--- config.mk ---
export PLATFORM = sky130hd
export DESIGN_NAME = mem_access_ctrl_flat
export DESIGN_NICKNAME = d
export VERILOG_FILES = /design/src/rtl/mem_access_if.sv /design/src/rtl/mem_access_ctrl.sv /design/src/flat_wrapper.sv
export SDC_FILE = /design/constraint.sdc
export NUM_CORES = 1
export LEC_CHECK = 0
export CAP_MARGIN = 15
export CORE_UTILIZATION = 43
export CTS_CLUSTER_DIAMETER = 30
export CTS_CLUSTER_SIZE = 30
export DETAILED_ROUTE_END_ITERATION = 10
export PLACE_DENSITY = 0.79
export SKIP_LAST_GASP = 1
export SYNTH_ARGS = -nofsm -noshare
export SYNTH_HDL_FRONTEND = slang
export SYNTH_SLANG_ARGS = --single-unit
--- constraint.sdc ---
create_clock -name clk -period 4.9 [get_ports clk]
set_input_delay 0.735 -clock clk [delete_from_list [all_inputs] [get_ports clk]]
set_output_delay 0.735 -clock clk [all_outputs]
set_load 0.05 [all_outputs]
--- src/rtl/mem_access_if.sv ---
// Bus bundle between the MEM stage/board side and the data-access controller.
interface mem_access_if #(
  parameter int ADDR_W = 14,
  parameter int LED_W  = 16
);
  logic              req_mread;
  logic              req_mwrite;
  logic              req_ioread;
  logic              req_iowrite;
  logic [1:0]        req_type;
  logic [31:0]       req_addr;
  logic [31:0]       req_wdata;
  logic              stall;
  logic [31:0]       rdata;
  logic              rdata_valid;
  logic [ADDR_W-1:0] ram_addr;
  logic              ram_we;
  logic [31:0]       ram_wdata;
  logic [31:0]       ram_rdata;
  logic [LED_W-1:0]  sw_in;
  logic [LED_W-1:0]  led_out;
  logic              err_misaligned;

  // Pipeline, RAM and board pins seen from outside the controller
  modport master (
    output req_mread, req_mwrite, req_ioread, req_iowrite,
    output req_type, req_addr, req_wdata, ram_rdata, sw_in,
    input  stall, rdata, rdata_valid, ram_addr, ram_we, ram_wdata,
    input  led_out, err_misaligned
  );

  // The controller itself
  modport slave (
    input  req_mread, req_mwrite, req_ioread, req_iowrite,
    input  req_type, req_addr, req_wdata, ram_rdata, sw_in,
    output stall, rdata, rdata_valid, ram_addr, ram_we, ram_wdata,
    output led_out, err_misaligned
  );
endinterface

--- src/rtl/mem_access_ctrl.sv ---
// MEM-stage data access sequencer: RAM loads/stores (SB as read-modify-write),
// switch synchronizer, LED register and pipeline stall generation.
module mem_access_ctrl #(
  parameter int ADDR_W = 14,
  parameter int LED_W  = 16
) (
  input logic         clk,
  input logic         rst,
  mem_access_if.slave bus
);

  typedef enum logic [1:0] {IDLE, LOAD_WAIT, RMW} state_t;

  state_t            state;
  logic [ADDR_W-1:0] lat_addr;
  logic [1:0]        lat_lane;
  logic [1:0]        lat_type;
  logic [31:0]       lat_wdata;
  logic [31:0]       rdata_hold;
  logic [LED_W-1:0]  sw_meta;
  logic [LED_W-1:0]  sw_sync;
  logic [LED_W-1:0]  led_q;

  logic              do_iowrite;
  logic              do_ioread;
  logic              do_mwrite;
  logic              do_mread;
  logic              aligned;
  logic              start_load;
  logic              start_rmw;
  logic [ADDR_W-1:0] idle_addr;
  logic [7:0]        ram_byte;
  logic [31:0]       rd_next;
  logic              rd_valid;
  logic              stall_c;
  logic              we_c;
  logic [31:0]       wdata_c;
  logic [ADDR_W-1:0] addr_c;
  logic              err_c;
  logic              unused_addr_bits;

  assign unused_addr_bits = &{1'b0, bus.req_addr[31:ADDR_W+2]};

  // Fixed-priority pick of the single request serviced this cycle
  always_comb begin
    do_iowrite = bus.req_iowrite;
    do_ioread  = !bus.req_iowrite && bus.req_ioread;
    do_mwrite  = !bus.req_iowrite && !bus.req_ioread && bus.req_mwrite;
    do_mread   = !bus.req_iowrite && !bus.req_ioread && !bus.req_mwrite && bus.req_mread;
    aligned    = (bus.req_addr[1:0] == 2'b00);
    idle_addr  = bus.req_addr[ADDR_W+1:2];
    start_load = (state == IDLE) && do_mread &&
                 ((bus.req_type == 2'b01) || (bus.req_type == 2'b10) || aligned);
    start_rmw  = (state == IDLE) && do_mwrite && (bus.req_type == 2'b01);
    ram_byte   = bus.ram_rdata[{lat_lane, 3'b000} +: 8];
  end

  // Per-state output decode; everything is forced quiet while reset is held
  always_comb begin
    rd_next  = 32'h0;
    rd_valid = 1'b0;
    stall_c  = 1'b0;
    we_c     = 1'b0;
    wdata_c  = 32'h0;
    addr_c   = idle_addr;
    err_c    = 1'b0;
    case (state)
      IDLE: begin
        if (do_ioread) begin
          rd_next  = {{(32-LED_W){1'b0}}, sw_sync};
          rd_valid = 1'b1;
        end else if (do_mwrite) begin
          if (bus.req_type == 2'b01) begin
            stall_c = 1'b1;
          end else if (aligned) begin
            we_c    = 1'b1;
            wdata_c = bus.req_wdata;
          end else begin
            err_c = 1'b1;
          end
        end else if (do_mread) begin
          if (start_load) begin
            stall_c = 1'b1;
          end else begin
            err_c    = 1'b1;
            rd_valid = 1'b1;
          end
        end
      end
      LOAD_WAIT: begin
        addr_c   = lat_addr;
        rd_valid = 1'b1;
        case (lat_type)
          2'b01:   rd_next = {{24{ram_byte[7]}}, ram_byte};
          2'b10:   rd_next = {24'h0, ram_byte};
          default: rd_next = bus.ram_rdata;
        endcase
      end
      RMW: begin
        addr_c  = lat_addr;
        we_c    = 1'b1;
        wdata_c = bus.ram_rdata;
        wdata_c[{lat_lane, 3'b000} +: 8] = lat_wdata[7:0];
      end
      default: begin
        addr_c = idle_addr;
      end
    endcase
    if (rst) begin
      rd_valid = 1'b0;
      stall_c  = 1'b0;
      we_c     = 1'b0;
      wdata_c  = 32'h0;
      err_c    = 1'b0;
    end
  end

  assign bus.stall          = stall_c;
  assign bus.rdata_valid    = rd_valid;
  assign bus.rdata          = rd_valid ? rd_next : rdata_hold;
  assign bus.ram_we         = we_c;
  assign bus.ram_wdata      = wdata_c;
  assign bus.ram_addr       = addr_c;
  assign bus.err_misaligned = err_c;
  assign bus.led_out        = led_q;

  // Access FSM: latch the request when a multi-cycle access starts
  always_ff @(posedge clk or posedge rst) begin
    if (rst) begin
      state     <= IDLE;
      lat_addr  <= '0;
      lat_lane  <= 2'b00;
      lat_type  <= 2'b00;
      lat_wdata <= 32'h0;
    end else begin
      case (state)
        IDLE: begin
          if (start_load || start_rmw) begin
            state     <= start_load ? LOAD_WAIT : RMW;
            lat_addr  <= idle_addr;
            lat_lane  <= bus.req_addr[1:0];
            lat_type  <= bus.req_type;
            lat_wdata <= bus.req_wdata;
          end
        end
        default: state <= IDLE;
      endcase
    end
  end

  // Switch synchronizer, LED register and last-delivered load value
  always_ff @(posedge clk or posedge rst) begin
    if (rst) begin
      sw_meta    <= '0;
      sw_sync    <= '0;
      led_q      <= '0;
      rdata_hold <= 32'h0;
    end else begin
      sw_meta <= bus.sw_in;
      sw_sync <= sw_meta;
      if (state == IDLE && do_iowrite)
        led_q <= bus.req_wdata[LED_W-1:0];
      if (rd_valid)
        rdata_hold <= rd_next;
    end
  end

endmodule

--- src/flat_wrapper.sv ---
// flat-port wrapper written by rule: the top's interface ports become plain ports
module mem_access_ctrl_flat 
#(
  parameter int ADDR_W = 14,
  parameter int LED_W  = 16
)
  (clk, rst, bus_req_mread, bus_req_mwrite, bus_req_ioread, bus_req_iowrite, bus_req_type, bus_req_addr, bus_req_wdata, bus_ram_rdata, bus_sw_in, bus_stall, bus_rdata, bus_rdata_valid, bus_ram_addr, bus_ram_we, bus_ram_wdata, bus_led_out, bus_err_misaligned);
  mem_access_if #(.ADDR_W(ADDR_W), .LED_W(LED_W)) bus_i ();
  input logic clk;
  input logic rst;
  input wire logic [$bits(bus_i.req_mread)-1:0] bus_req_mread;
  input wire logic [$bits(bus_i.req_mwrite)-1:0] bus_req_mwrite;
  input wire logic [$bits(bus_i.req_ioread)-1:0] bus_req_ioread;
  input wire logic [$bits(bus_i.req_iowrite)-1:0] bus_req_iowrite;
  input wire logic [$bits(bus_i.req_type)-1:0] bus_req_type;
  input wire logic [$bits(bus_i.req_addr)-1:0] bus_req_addr;
  input wire logic [$bits(bus_i.req_wdata)-1:0] bus_req_wdata;
  input wire logic [$bits(bus_i.ram_rdata)-1:0] bus_ram_rdata;
  input wire logic [$bits(bus_i.sw_in)-1:0] bus_sw_in;
  output wire logic [$bits(bus_i.stall)-1:0] bus_stall;
  output wire logic [$bits(bus_i.rdata)-1:0] bus_rdata;
  output wire logic [$bits(bus_i.rdata_valid)-1:0] bus_rdata_valid;
  output wire logic [$bits(bus_i.ram_addr)-1:0] bus_ram_addr;
  output wire logic [$bits(bus_i.ram_we)-1:0] bus_ram_we;
  output wire logic [$bits(bus_i.ram_wdata)-1:0] bus_ram_wdata;
  output wire logic [$bits(bus_i.led_out)-1:0] bus_led_out;
  output wire logic [$bits(bus_i.err_misaligned)-1:0] bus_err_misaligned;
  assign bus_i.req_mread = bus_req_mread;
  assign bus_i.req_mwrite = bus_req_mwrite;
  assign bus_i.req_ioread = bus_req_ioread;
  assign bus_i.req_iowrite = bus_req_iowrite;
  assign bus_i.req_type = bus_req_type;
  assign bus_i.req_addr = bus_req_addr;
  assign bus_i.req_wdata = bus_req_wdata;
  assign bus_i.ram_rdata = bus_ram_rdata;
  assign bus_i.sw_in = bus_sw_in;
  assign bus_stall = bus_i.stall;
  assign bus_rdata = bus_i.rdata;
  assign bus_rdata_valid = bus_i.rdata_valid;
  assign bus_ram_addr = bus_i.ram_addr;
  assign bus_ram_we = bus_i.ram_we;
  assign bus_ram_wdata = bus_i.ram_wdata;
  assign bus_led_out = bus_i.led_out;
  assign bus_err_misaligned = bus_i.err_misaligned;
  mem_access_ctrl #(.ADDR_W(ADDR_W), .LED_W(LED_W)) u_core (.clk(clk), .rst(rst), .bus(bus_i));
endmodule
## Yosys cells after proc, flatten, opt, wreduce, memory -nomap -nowiden

Index checks and enable logic that the tools add are counted.

- Input port bits: 120
- Register bits: 108
- Logic and storage cells: 80

- Reductions and logical operators: 20
- $add $sub $neg: 1
- Muxes and demuxes: 40
- Equality and inequality tests: 7
- Shift-type cells: 3

Operators with widths:

| cell | count |
|---|---|
| 32-bit 2-to-1 mux | 6 |
| 32-bit case mux with 2 select lines | 3 |
| 32-bit bitwise mux | 1 |
| 8-bit by 7-bit variable shift with 32-bit output (first input constant) | 1 |
| 32-bit by 6-bit indexed part select with 8-bit output | 1 |
| 8-bit by 7-bit indexed part select with 32-bit output | 1 |
| 1-bit 2-to-1 mux | 23 |
| 16-bit 2-to-1 mux | 1 |
| 14-bit 2-to-1 mux | 1 |
| 1-bit logical AND | 10 |
| 5-bit negation with 7-bit output | 1 |
| 2-bit by 1-bit equality test with 1-bit output (second input constant) | 3 |
| 2-bit equality test (second input constant) | 3 |
| 2-bit 2-to-1 mux | 3 |
| 2-bit logical NOT | 2 |
| 1-bit case mux with 2 select lines | 2 |
| 1-bit logical NOT | 3 |
| 1-bit logical OR | 3 |
| 2-bit inequality test (second input constant) | 1 |
| 2-bit AND reduction | 1 |
| 2-bit OR reduction | 1 |

## Depth between registers and ports, before layout

- Word-level depth: 13
- Gate-level depth with buffers: 10
- Depth with buffers taken out: 7

## Least setup slack after synthesis

Ideal clock, no wire load.

- Path kind: input port to output port
- Start point: in rst
- End point: out bus_ram_wdata[10]
- Data required time: 4.165 ns
- Path buffers: 1
- Arrival time: 4.465 ns
- Stages: 4
- Setup slack: -0.300 ns
- Path through: inv_1 o21ai_1 clkbuf_1 nor2_1

- Word-level cells in the longest chain between the ends: 1

RTL lines:

| item | RTL line | RTL |
|---|---|---|
| start, declared | flat_wrapper.sv:10 | `input logic rst;` |
| 32-bit 2-to-1 mux | mem_access_ctrl.sv:109 | `if (rst) begin` |
| end, declared | flat_wrapper.sv:25 | `output wire logic [$bits(bus_i.ram_wdata)-1:0] bus_ram_wdata;` |

Every way passes these cells.

## Final worst setup path

- Start point: reg u_core.lat_lane[0]
- End point: out bus_ram_wdata[27]

- Word-level cells in the longest chain between the ends: 5
- Elaborated cells between the ends (all ways): 6

RTL lines:

| item | RTL line | RTL |
|---|---|---|
| start, declared | mem_access_ctrl.sv:16 | `logic [1:0] lat_lane;` |
| start signal, assigned | mem_access_ctrl.sv:141 | `lat_lane <= bus.req_addr[1:0];` |
| 5-bit negation with 7-bit output (*) | mem_access_ctrl.sv:103 | `wdata_c[{lat_lane, 3'b000} +: 8] = lat_wdata[7:0];` |
| 8-bit by 7-bit indexed part select with 32-bit output / 8-bit by 7-bit variable shift with 32-bit output (equally long branches) | mem_access_ctrl.sv:103 |  |
| 32-bit bitwise mux (*) | mem_access_ctrl.sv:103 |  |
| 32-bit case mux with 2 select lines (*) | mem_access_ctrl.sv:67 | `case (state)` |
| 32-bit 2-to-1 mux (*) | mem_access_ctrl.sv:109 |  |

Every way passes the cells marked *; elsewhere a longest branch is shown, timed or not.

==> results by group <==
Global route
  • First-pass GRT wire length: ~25000 um
  • GR Util All Layers: between 20% and 30%
  • Initial antenna violation count: 0
  • Largest net degree at the start of global routing: between 70 and 80
  • Total global routing overflow: 0
  • Vias in the first global route: about 4700

Timing
  • Total negative slack: 0 ps
  • Count of pins over their slew limit: 0
  • RSZ-0062 raised after global routing: no
  • Period utilization: a little under nine tenths
  • Final hold violation count: 0
  • Setup Skew: between 7 and 8 ps
  • Worst Max-Slew Pin Slew: between 1000 and 1500 ps
  • Tmin final: around 4200 ps
  • Rel. slew slack: between 20% and 30%
  • Fmax: about 240 MHz
  • Setup violations, final: 0

Route
  • Vias after detailed routing: ~4700
  • Drt first pass iters: 4
  • # DRC: 0
  • Via-per-instance ratio: ~5.6
  • DR WL/cell: a little under 20 um
  • DRT antenna net count: 0
  • Drt first-iter violations: roughly 390
  • Total Wirelength: approximately 17000 um

Synth
  • Mapped Avg Cell Area: approximately 11 sq um
  • Syn Nets: 617
  • Synth warn: 0
  • Distinct cells, synth: between 40 and 50
  • Sequential fraction of the synthesis area: between 40% and 50%
  • #FFs+latches synth: ~110
  • Cell Area, Synth: 5520 sq um
  • Syn Inst Count: a little under 500

Critical path
  • WP data arrival: about 3500 ps
  • Worst setup EP type: output port
  • R2R Path End: u_core.rdata_hold[15]
  • CP Depth: 7
  • CP max stage cell: nor4bb_1
  • Register-to-register path setup slack: ~2100 ps
  • Crit-path leading delay family: simple AND/OR/NAND/NOR gates
  • CP max stage delay: between 900 and 1000 ps
  • Worst EP required: between 4000 and 5000 ps
  • Worst Path Class, Setup: reg2out
  • Critical Path Fanout Max: 19
  • R2r startpoint: u_core.state[0]
  • Buf/Inv on CP: 2
  • Critical path endpoint: bus_ram_wdata[27]
  • Depth of the most critical reg-to-reg path: 8
  • CP Launch Point: u_core.lat_lane[0]
  • Setup crit start kind: flop
  • CP Cell Sequence: inv_1, ha_1, nor4bb_1, a22o_1, a22oi_1, nor2_1, buf_4

Clock network
  • Clock Path Buffers: 2
  • Htree depth: 3
  • Post-CTS Hold Fix Bufs: 0
  • Clk root buf: clkbuf_16
  • Num CTS Buffers: 9
  • CTS tree: yes
  • # Post-CTS Setup Buffers: 0
  • Worst-path clk slew: about 70 ps
  • # clock sinks: 108
  • Worst-Skew Late Latency: 350 ps
  • Post-CTS sizing: 0

Hold path
  • Hold crit path type: reg2reg

Layout
  • Fill count: 1030
  • Ant diodes: 0
  • Nets: 797
  • Sequential cell area: between 2000 and 3000 sq um
  • Layout cells sized above 1: 22.7%
  • Post-route cell area: just under 8000 sq um
  • Area Overhead vs Synth: 41.6%
  • Post-route insts no fill: about 840
  • Area of the multi-input gates: roughly 2600 sq um

Floorplanning
  • Die height: 115 um
  • Die area: approximately 13000 sq um
  • Die outline width: around 120 um
  • Core Region: 12600 sq um
  • Initial Utilization: 43.9%
  • I/O pins: roughly 220
  • Core Rows: 41

Placed design
  • Placement-stage cell area: ~7500 sq um
  • DP HPWL: ~12000 um
  • Cells after DPL: ~830
  • # port buffers: approximately 200
  • GP Congestion: approximately 0.88

Job
  • Max Cap Viol: 0

Power
  • Max IR drop VDD: 0.351 mV
  • Final Power: roughly 5.5 mW
  • Leak: 3.32 nW
  • Power Dens Cells: roughly 700 nW/um^2

Outcome
  • Status: finished clean
-- cell families (layout without fill, tap and decap cells) --
family	count (synthesis)	in the layout	synth area share (%)
muxes	68	68	14.0
buffers and inverters	62	245	4.58
DFF	108	108	49.0
AOI/OAI and AO/OA	161	161	22.5
adders and majority gates	11	11	2.49
and+or+nand+nor	76	76	7.42
-- metal layers --
layer	routed length [um]	part of all wire, %	vias to the layer above	GRT usage [%]
met4	610	3.7	0	12.2
met3	1090	6.6	43	5.32
li1	-	-	2179	-
met1	6550	40	2307	30.8
met2	8310	50	194	43.5
met5	0	0	-	0
-- through the flow --
stage	hold slack [ps]	worst slack (ps)	util, %
after floorplan	331	780	-
after global placement	334	917	59.8
after detailed placement	335	876	59.8
after CTS	350	727	62.2
after global routing	358	464	62.2
final	348	670	62.2
-- layout by cell type (no fill, tap or decap), types with 2 or more instances in the layout --
cell	netlist	final
a221oi_1	7	7
a22oi_1	32	32
clkinvlp_4	0	2
a22o_1	34	34
nand2_1	7	7
nor4bb_1	3	3
clkbuf_8	0	2
clkbuf_16	0	9
nor2b_1	18	18
clkdlybuf4s50_1	0	138
a21o_1	8	8
a21oi_1	3	3
ha_1	11	11
inv_1	20	19
o221ai_1	7	7
dfrtp_1	108	108
buf_12	0	2
o31ai_1	16	16
o21ai_0	20	20
a211oi_1	14	14
mux2_4	2	2
mux2i_1	10	10
a2bb2oi_1	14	14
buf_4	2	70
mux2_2	55	55
nand3_1	3	3
nor2_1	36	36
-- Yosys cell counts, drive strengths merged --
cell / n / area share [%]
dfrtp: 108 / 49
o21ai: 21 / 1.9
nand2b: 1 / 0.11
or2: 1 / 0.11
o21ba: 1 / 0.18
a211oi: 14 / 1.9
and4b: 1 / 0.18
a22oi: 32 / 4.4
a21o: 8 / 1.1
buf: 12 / 1.1
nor4b: 2 / 0.59
a22o: 34 / 5.4
nor2: 36 / 2.4
and3: 1 / 0.11
and3b: 1 / 0.16
a2bb2oi: 14 / 2.2
nand2: 7 / 0.48
mux4: 1 / 0.41
o221a: 1 / 0.20
nand3b: 1 / 0.14
o21a: 1 / 0.14
o31ai: 16 / 2.2
and4bb: 1 / 0.23
o211a: 1 / 0.18
mux2: 57 / 12
a221oi: 7 / 1.1
o221ai: 7 / 1.1
nor2b: 18 / 2.0
a21oi: 3 / 0.27
ha: 11 / 2.5
nor4bb: 3 / 0.54
nand3: 3 / 0.27
clkbuf: 29 / 2.0
mux2i: 10 / 1.8
a311oi: 1 / 0.27
inv: 21 / 1.5
-- sequential cells by signal, indices dropped and copies added, names as in the netlist, 8 cells and up --
name,flops
u_core.bus.led_out,16
u_core.lat_wdata,8
u_core.lat_addr,14
u_core.rdata_hold,32
u_core.sw_sync,16
u_core.sw_meta,16
-- power by group --
group          total, mW  internal (mW)  leakage [nW]  switching [mW]
clock              0.735          0.420         0.144           0.315
combinational       3.30           1.21          1.86            2.09
sequential          1.43           1.21          1.31           0.219
-- how the worst min path moves through the flow --
stage	from	to	slack (ps)	cells past startpoint
global route	u_core.sw_meta[8]	u_core.sw_sync[8]	360	0
floorplan	u_core.sw_meta[0]	u_core.sw_sync[0]	330	0
CTS	u_core.sw_meta[10]	u_core.sw_sync[10]	350	0
detailed placement	u_core.sw_meta[10]	u_core.sw_sync[10]	330	0
finish	u_core.sw_meta[2]	u_core.sw_sync[2]	350	0
global placement	u_core.sw_meta[12]	u_core.sw_sync[12]	330	0
-- final cells by class --
cell class / count / share of cell area (%)
inverter: 21 / 1.09
clock inverter: 3 / 0.592
clock buffer: 11 / 3.23
timing repair buffer: 210 / 24.9
multi-input combinational: 316 / 32.8
tap: 172 / 2.75
sequential: 108 / 34.6
(Power assumes the default switching activity.)
==> variant 1, RTL diff (same settings) <==
`LED_W` is set to 16 in 3 places; all go to 24.
--- a/src/rtl/mem_access_if.sv
+++ b/src/rtl/mem_access_if.sv
@@ -1,7 +1,7 @@
 // Bus bundle between the MEM stage/board side and the data-access controller.
 interface mem_access_if #(
   parameter int ADDR_W = 14,
-  parameter int LED_W  = 16
+  parameter int LED_W  = 24
 );
   logic              req_mread;
   logic              req_mwrite;
--- a/src/rtl/mem_access_ctrl.sv
+++ b/src/rtl/mem_access_ctrl.sv
@@ -2,7 +2,7 @@
 // switch synchronizer, LED register and pipeline stall generation.
 module mem_access_ctrl #(
   parameter int ADDR_W = 14,
-  parameter int LED_W  = 16
+  parameter int LED_W  = 24
 ) (
   input logic         clk,
   input logic         rst,
--- a/src/flat_wrapper.sv
+++ b/src/flat_wrapper.sv
@@ -2,7 +2,7 @@
 module mem_access_ctrl_flat 
 #(
   parameter int ADDR_W = 14,
-  parameter int LED_W  = 16
+  parameter int LED_W  = 24
 )
   (clk, rst, bus_req_mread, bus_req_mwrite, bus_req_ioread, bus_req_iowrite, bus_req_type, bus_req_addr, bus_req_wdata, bus_ram_rdata, bus_sw_in, bus_stall, bus_rdata, bus_rdata_valid, bus_ram_addr, bus_ram_we, bus_ram_wdata, bus_led_out, bus_err_misaligned);
   mem_access_if #(.ADDR_W(ADDR_W), .LED_W(LED_W)) bus_i ();
Ports: changed (resized bus_led_out and bus_sw_in); port bits go from 218 to 234. The function was not compared with the original's and may differ.
==> variant 1 against the original RTL <==
Sequential cell count rose by 24; area after synthesis rose by 13%; non-clock buffer count is 19 higher; wire length is 16% higher; cell area grew 17%; utilization is 3.0 points higher; combinational power up 11%; total power grew 22%; setup slack better by 0.0044 ns; critical endpoint is now bus_ram_wdata[6]; largest cell class unchanged.
==> variant 1: results (changes against the original RTL) <==
Setup path
  • RR Endpoint: u_core.rdata_hold[17] (was u_core.rdata_hold[15])
  • FF-to-FF setup slack: 2.22 ns (was 2.10 ns)
  • Slowest-stage cell, CP: dfrtp_1 (was nor4bb_1)
  • CP endpoint: bus_ram_wdata[6] (was bus_ram_wdata[27])
  • Top delay family on crit path: buffers and inverters (was simple AND/OR/NAND/NOR gates)

Logic synthesis
  • Synth Area in Compound Gates: 0.189 (was 0.225)
  • Sequential fraction of the synthesis area: 0.528 (was 0.490)
  • Leading post-synthesis cells by cell area: dfrtp_1, mux2_2, a22o_1 (unchanged)
  • Synth top cells by count: dfrtp_1, mux2_2, nor2_1 (unchanged)
  • Syn_nets: 664 (was 617)
  • XOR/XNOR share of the synthesized area: 0 (unchanged)
  • Syn_area_per_cell: 11.9 um^2 (was 11.4 um^2)

Worst hold path
  • Hold EP: u_core.sw_sync[4] (was u_core.sw_sync[2])
  • Hold Startpoint: u_core.sw_meta[4] (was u_core.sw_meta[2])

Power
  • Sequential share of power: 0.255 (was 0.261)
  • P_leak: 3.91 nW (was 3.32 nW)
  • Clock Power: 1.29 mW (was 0.735 mW)
  • Int Power: 3.60 mW (was 2.84 mW)
  • Final Power: 6.65 mW (was 5.46 mW)

CTS
  • CTS H-tree depth: 4 (was 3)
  • Clock insertion delay at the later pin of the skew report: 0.43 ns (was 0.35 ns)
  • CTS buffer count: 17 (was 9)

Placed design
  • Cell count after placement: 891 (was 827)
  • Setup slack at placement: 0.758 ns (was 0.876 ns)
  • Port Buffer Count: 217 (was 201)
  • Area of placed instances: 8480 um^2 (was 7510 um^2)
  • Detail Placement HPWL: 14300 um (was 12500 um)
  • Final GP Congestion: 0.925 (was 0.881)

Timing
  • Fin crit share: 0.862 (was 0.863)
  • Hold_ws: 0.347 ns (was 0.348 ns)
  • Slew @ Worst Pin: 1.03 ns (was 1.15 ns)
  • Final hold violations: 0 (unchanged)

Route
  • First-pass detailed-route iteration total: 5 (was 4)
  • Average wire per standard cell: 20.7 um (was 19.7 um)
  • Via count: 5288 (was 4723)
  • DRT iter0 DRCs: 317 (was 385)
  • Vias per cell: 5.71 (was 5.62)

GRT
  • Vias in the first global route: 5243 (was 4734)
  • Total GRT Usage: 0.261 (was 0.255)
  • Antenna violations before repair: 0 (unchanged)
  • Maximum number of pins on one net before global-route repair: 90 (was 77)

Status
  • Outcome: finished clean (unchanged)

Layout
  • Max FFs per register: 32 (unchanged)
  • Share of cells above drive strength 1: 0.251 (was 0.227)
  • Fin nets: 872 (was 797)
  • Fill count: 1055 (was 1030)
-- variant 1: cell type report --
cell class / instances / area (um^2) / area share
Clock buffer: 18 / 439 / 0.0480
Clock inverter: 14 / 164 / 0.0179
Inverter: 21 / 82.6 / 0.00902
Multi-Input combinational cell: 332 / 2720 / 0.297
Sequential cell: 132 / 3300 / 0.361
Tap cell: 180 / 225 / 0.0246
Timing Repair Buffer: 229 / 2220 / 0.242
-- variant 1: worst register-to-register path, stage by stage, from the launching register on --
cell      delay [ns]
dfrtp_1         0.40
inv_1           0.09
ha_1            0.40
and3b_1         0.28
a311oi_2        0.08
or2_1           0.39
inv_2           0.47
mux2_2          0.45
-- variant 1: kinds of logic after synthesis --
family | Yosys count
mux | 84
fa+ha+maj | 11
simple gates | 84
flops | 132
buf+inv | 61
compound gates | 153
-- variant 1: metal layers --
layer  vias up  GRT usage  part of all wire
li1       2367          -                 -
met1      2638      0.320              0.41
met2       246      0.439              0.50
met3        37     0.0618             0.068
met4         0      0.112             0.026
met5         -          0                 0
==> variant 2, RTL diff (config.mk and constraints unchanged) <==
Without the edit above. Re-encode `state_t` (3 states) as one-hot, 3 bits wide.
--- a/src/rtl/mem_access_ctrl.sv
+++ b/src/rtl/mem_access_ctrl.sv
@@ -9,7 +9,7 @@
   mem_access_if.slave bus
 );
 
-  typedef enum logic [1:0] {IDLE, LOAD_WAIT, RMW} state_t;
+  typedef enum logic [2:0] {IDLE = 3'b001, LOAD_WAIT = 3'b010, RMW = 3'b100} state_t;
 
   state_t            state;
   logic [ADDR_W-1:0] lat_addr;
Check against the original RTL: same outputs for any inputs over 4 cycles, from zero or initial values and one cycle with rst high; so few cycles prove little.
==> variant 2 against the original RTL <==
Cell area is 0.67% higher; setup slack worse by 0.047 ns; sequential cell count is 1 higher; wire length hardly changed; fmax is 1.1% lower; area after synthesis is 1.0% lower; global-route usage is 0.34 points higher; critical path type is now input pin to output port; die area is 1.0% lower; worst hold slack worse by 0.0033 ns; synthesized cell count is 8.0% lower.
Power is not compared: it rests on default switching activity, and its combinational part moved more than twofold at a synthesized area within 25%.
==> variant 2: results (changes against the original RTL) <==
Status
  • Outcome: finished clean (unchanged)

Placed design
  • Final GP Congestion: 0.895 (was 0.881)
  • Detail Placement HPWL: 12500 um (about the same)
  • Area of placed instances: 7590 um^2 (was 7510 um^2)
  • Cell count after placement: 791 (was 827)

GRT
  • Maximum number of pins on one net before global-route repair: 60 (was 77)
  • First-pass GRT wire length: 25300 um (was 25400 um)
  • GR Layer Usage met2: 0.432 (was 0.435)
  • Total GRT Usage: 0.258 (was 0.255)

Setup path
  • Worst Setup SP: bus_ram_rdata[23] (was u_core.lat_lane[0])
  • CP arrival: 3.54 ns (was 3.49 ns)
  • Critical R2R Launch: u_core.lat_type[0] (was u_core.state[0])
  • Crit path max fanout: 16 (was 19)
  • CP max stage delay: 0.86 ns (was 0.99 ns)
  • FF-to-FF setup slack: 2.45 ns (was 2.10 ns)
  • Slowest-stage cell, CP: clkdlybuf4s50_1 (was nor4bb_1)
  • RR Endpoint: u_core.rdata_hold[27] (was u_core.rdata_hold[15])

Layout
  • Fin cells: 806 (was 841)
  • Fin nets: 762 (was 797)

Logic synthesis
  • Synth top cells by count: dfrtp_1, mux2_2, nor2_1 (unchanged)
  • Syn_nets: 575 (was 617)
  • Adder-Cell Fraction of Synth Area: 0.0183 (was 0.0249)
  • Leading post-synthesis cells by cell area: dfrtp_1, mux2_2, a22o_1 (unchanged)
  • Unique masters post-synth: 45 (was 42)

Worst hold path
  • Hold Startpoint: u_core.sw_meta[8] (was u_core.sw_meta[2])
  • Hold EP: u_core.sw_sync[8] (was u_core.sw_sync[2])

Route
  • Vias per cell: 5.67 (was 5.62)
  • DRT iter0 DRCs: 315 (was 385)
  • Routed WL: 16600 um (about the same)

Timing
  • Setup Skew: 0.00953 ns (was 0.00772 ns)
[variant 2: cell count changes in the layout (fill, tap and decap cells not counted), sizes merged, moves of 9 or more]
cell           unedited run  this run
a211oi                   14         0
a221o                     0         9
a2bb2oi                  14         0
buf                      72        11
clkdlybuf4s50           138       200
mux2                     57        78
mux2i                    10         1
o21ai                    21         3
o2bb2ai                   0        23
o31ai                    16         0
[variant 2: layout make-up]
type	count	area, um^2
Fill cell	954	4350
Sequential cell	109	2730
Multi-Input combinational cell	290	2510
Clock buffer	10	239
Inverter	13	55.1
Tap cell	168	210
Clock inverter	5	35.0
Timing Repair Buffer	211	2080
[variant 2: kinds of logic (layout without fill, tap and decap cells)]
logic type,Yosys count,count (layout)
simple gates,83,83
buf+inv,48,239
compound gates,119,119
fa+ha+maj,8,8
flops,109,109
mux,80,80
[variant 2: metrics by stage]
step                setup WS [ns]  hold slack, ns
floorplan                   0.775           0.331
global route                0.456           0.356
finish                      0.623           0.345
global placement            0.687           0.333
detailed placement          0.657           0.335
CTS                         0.656           0.349
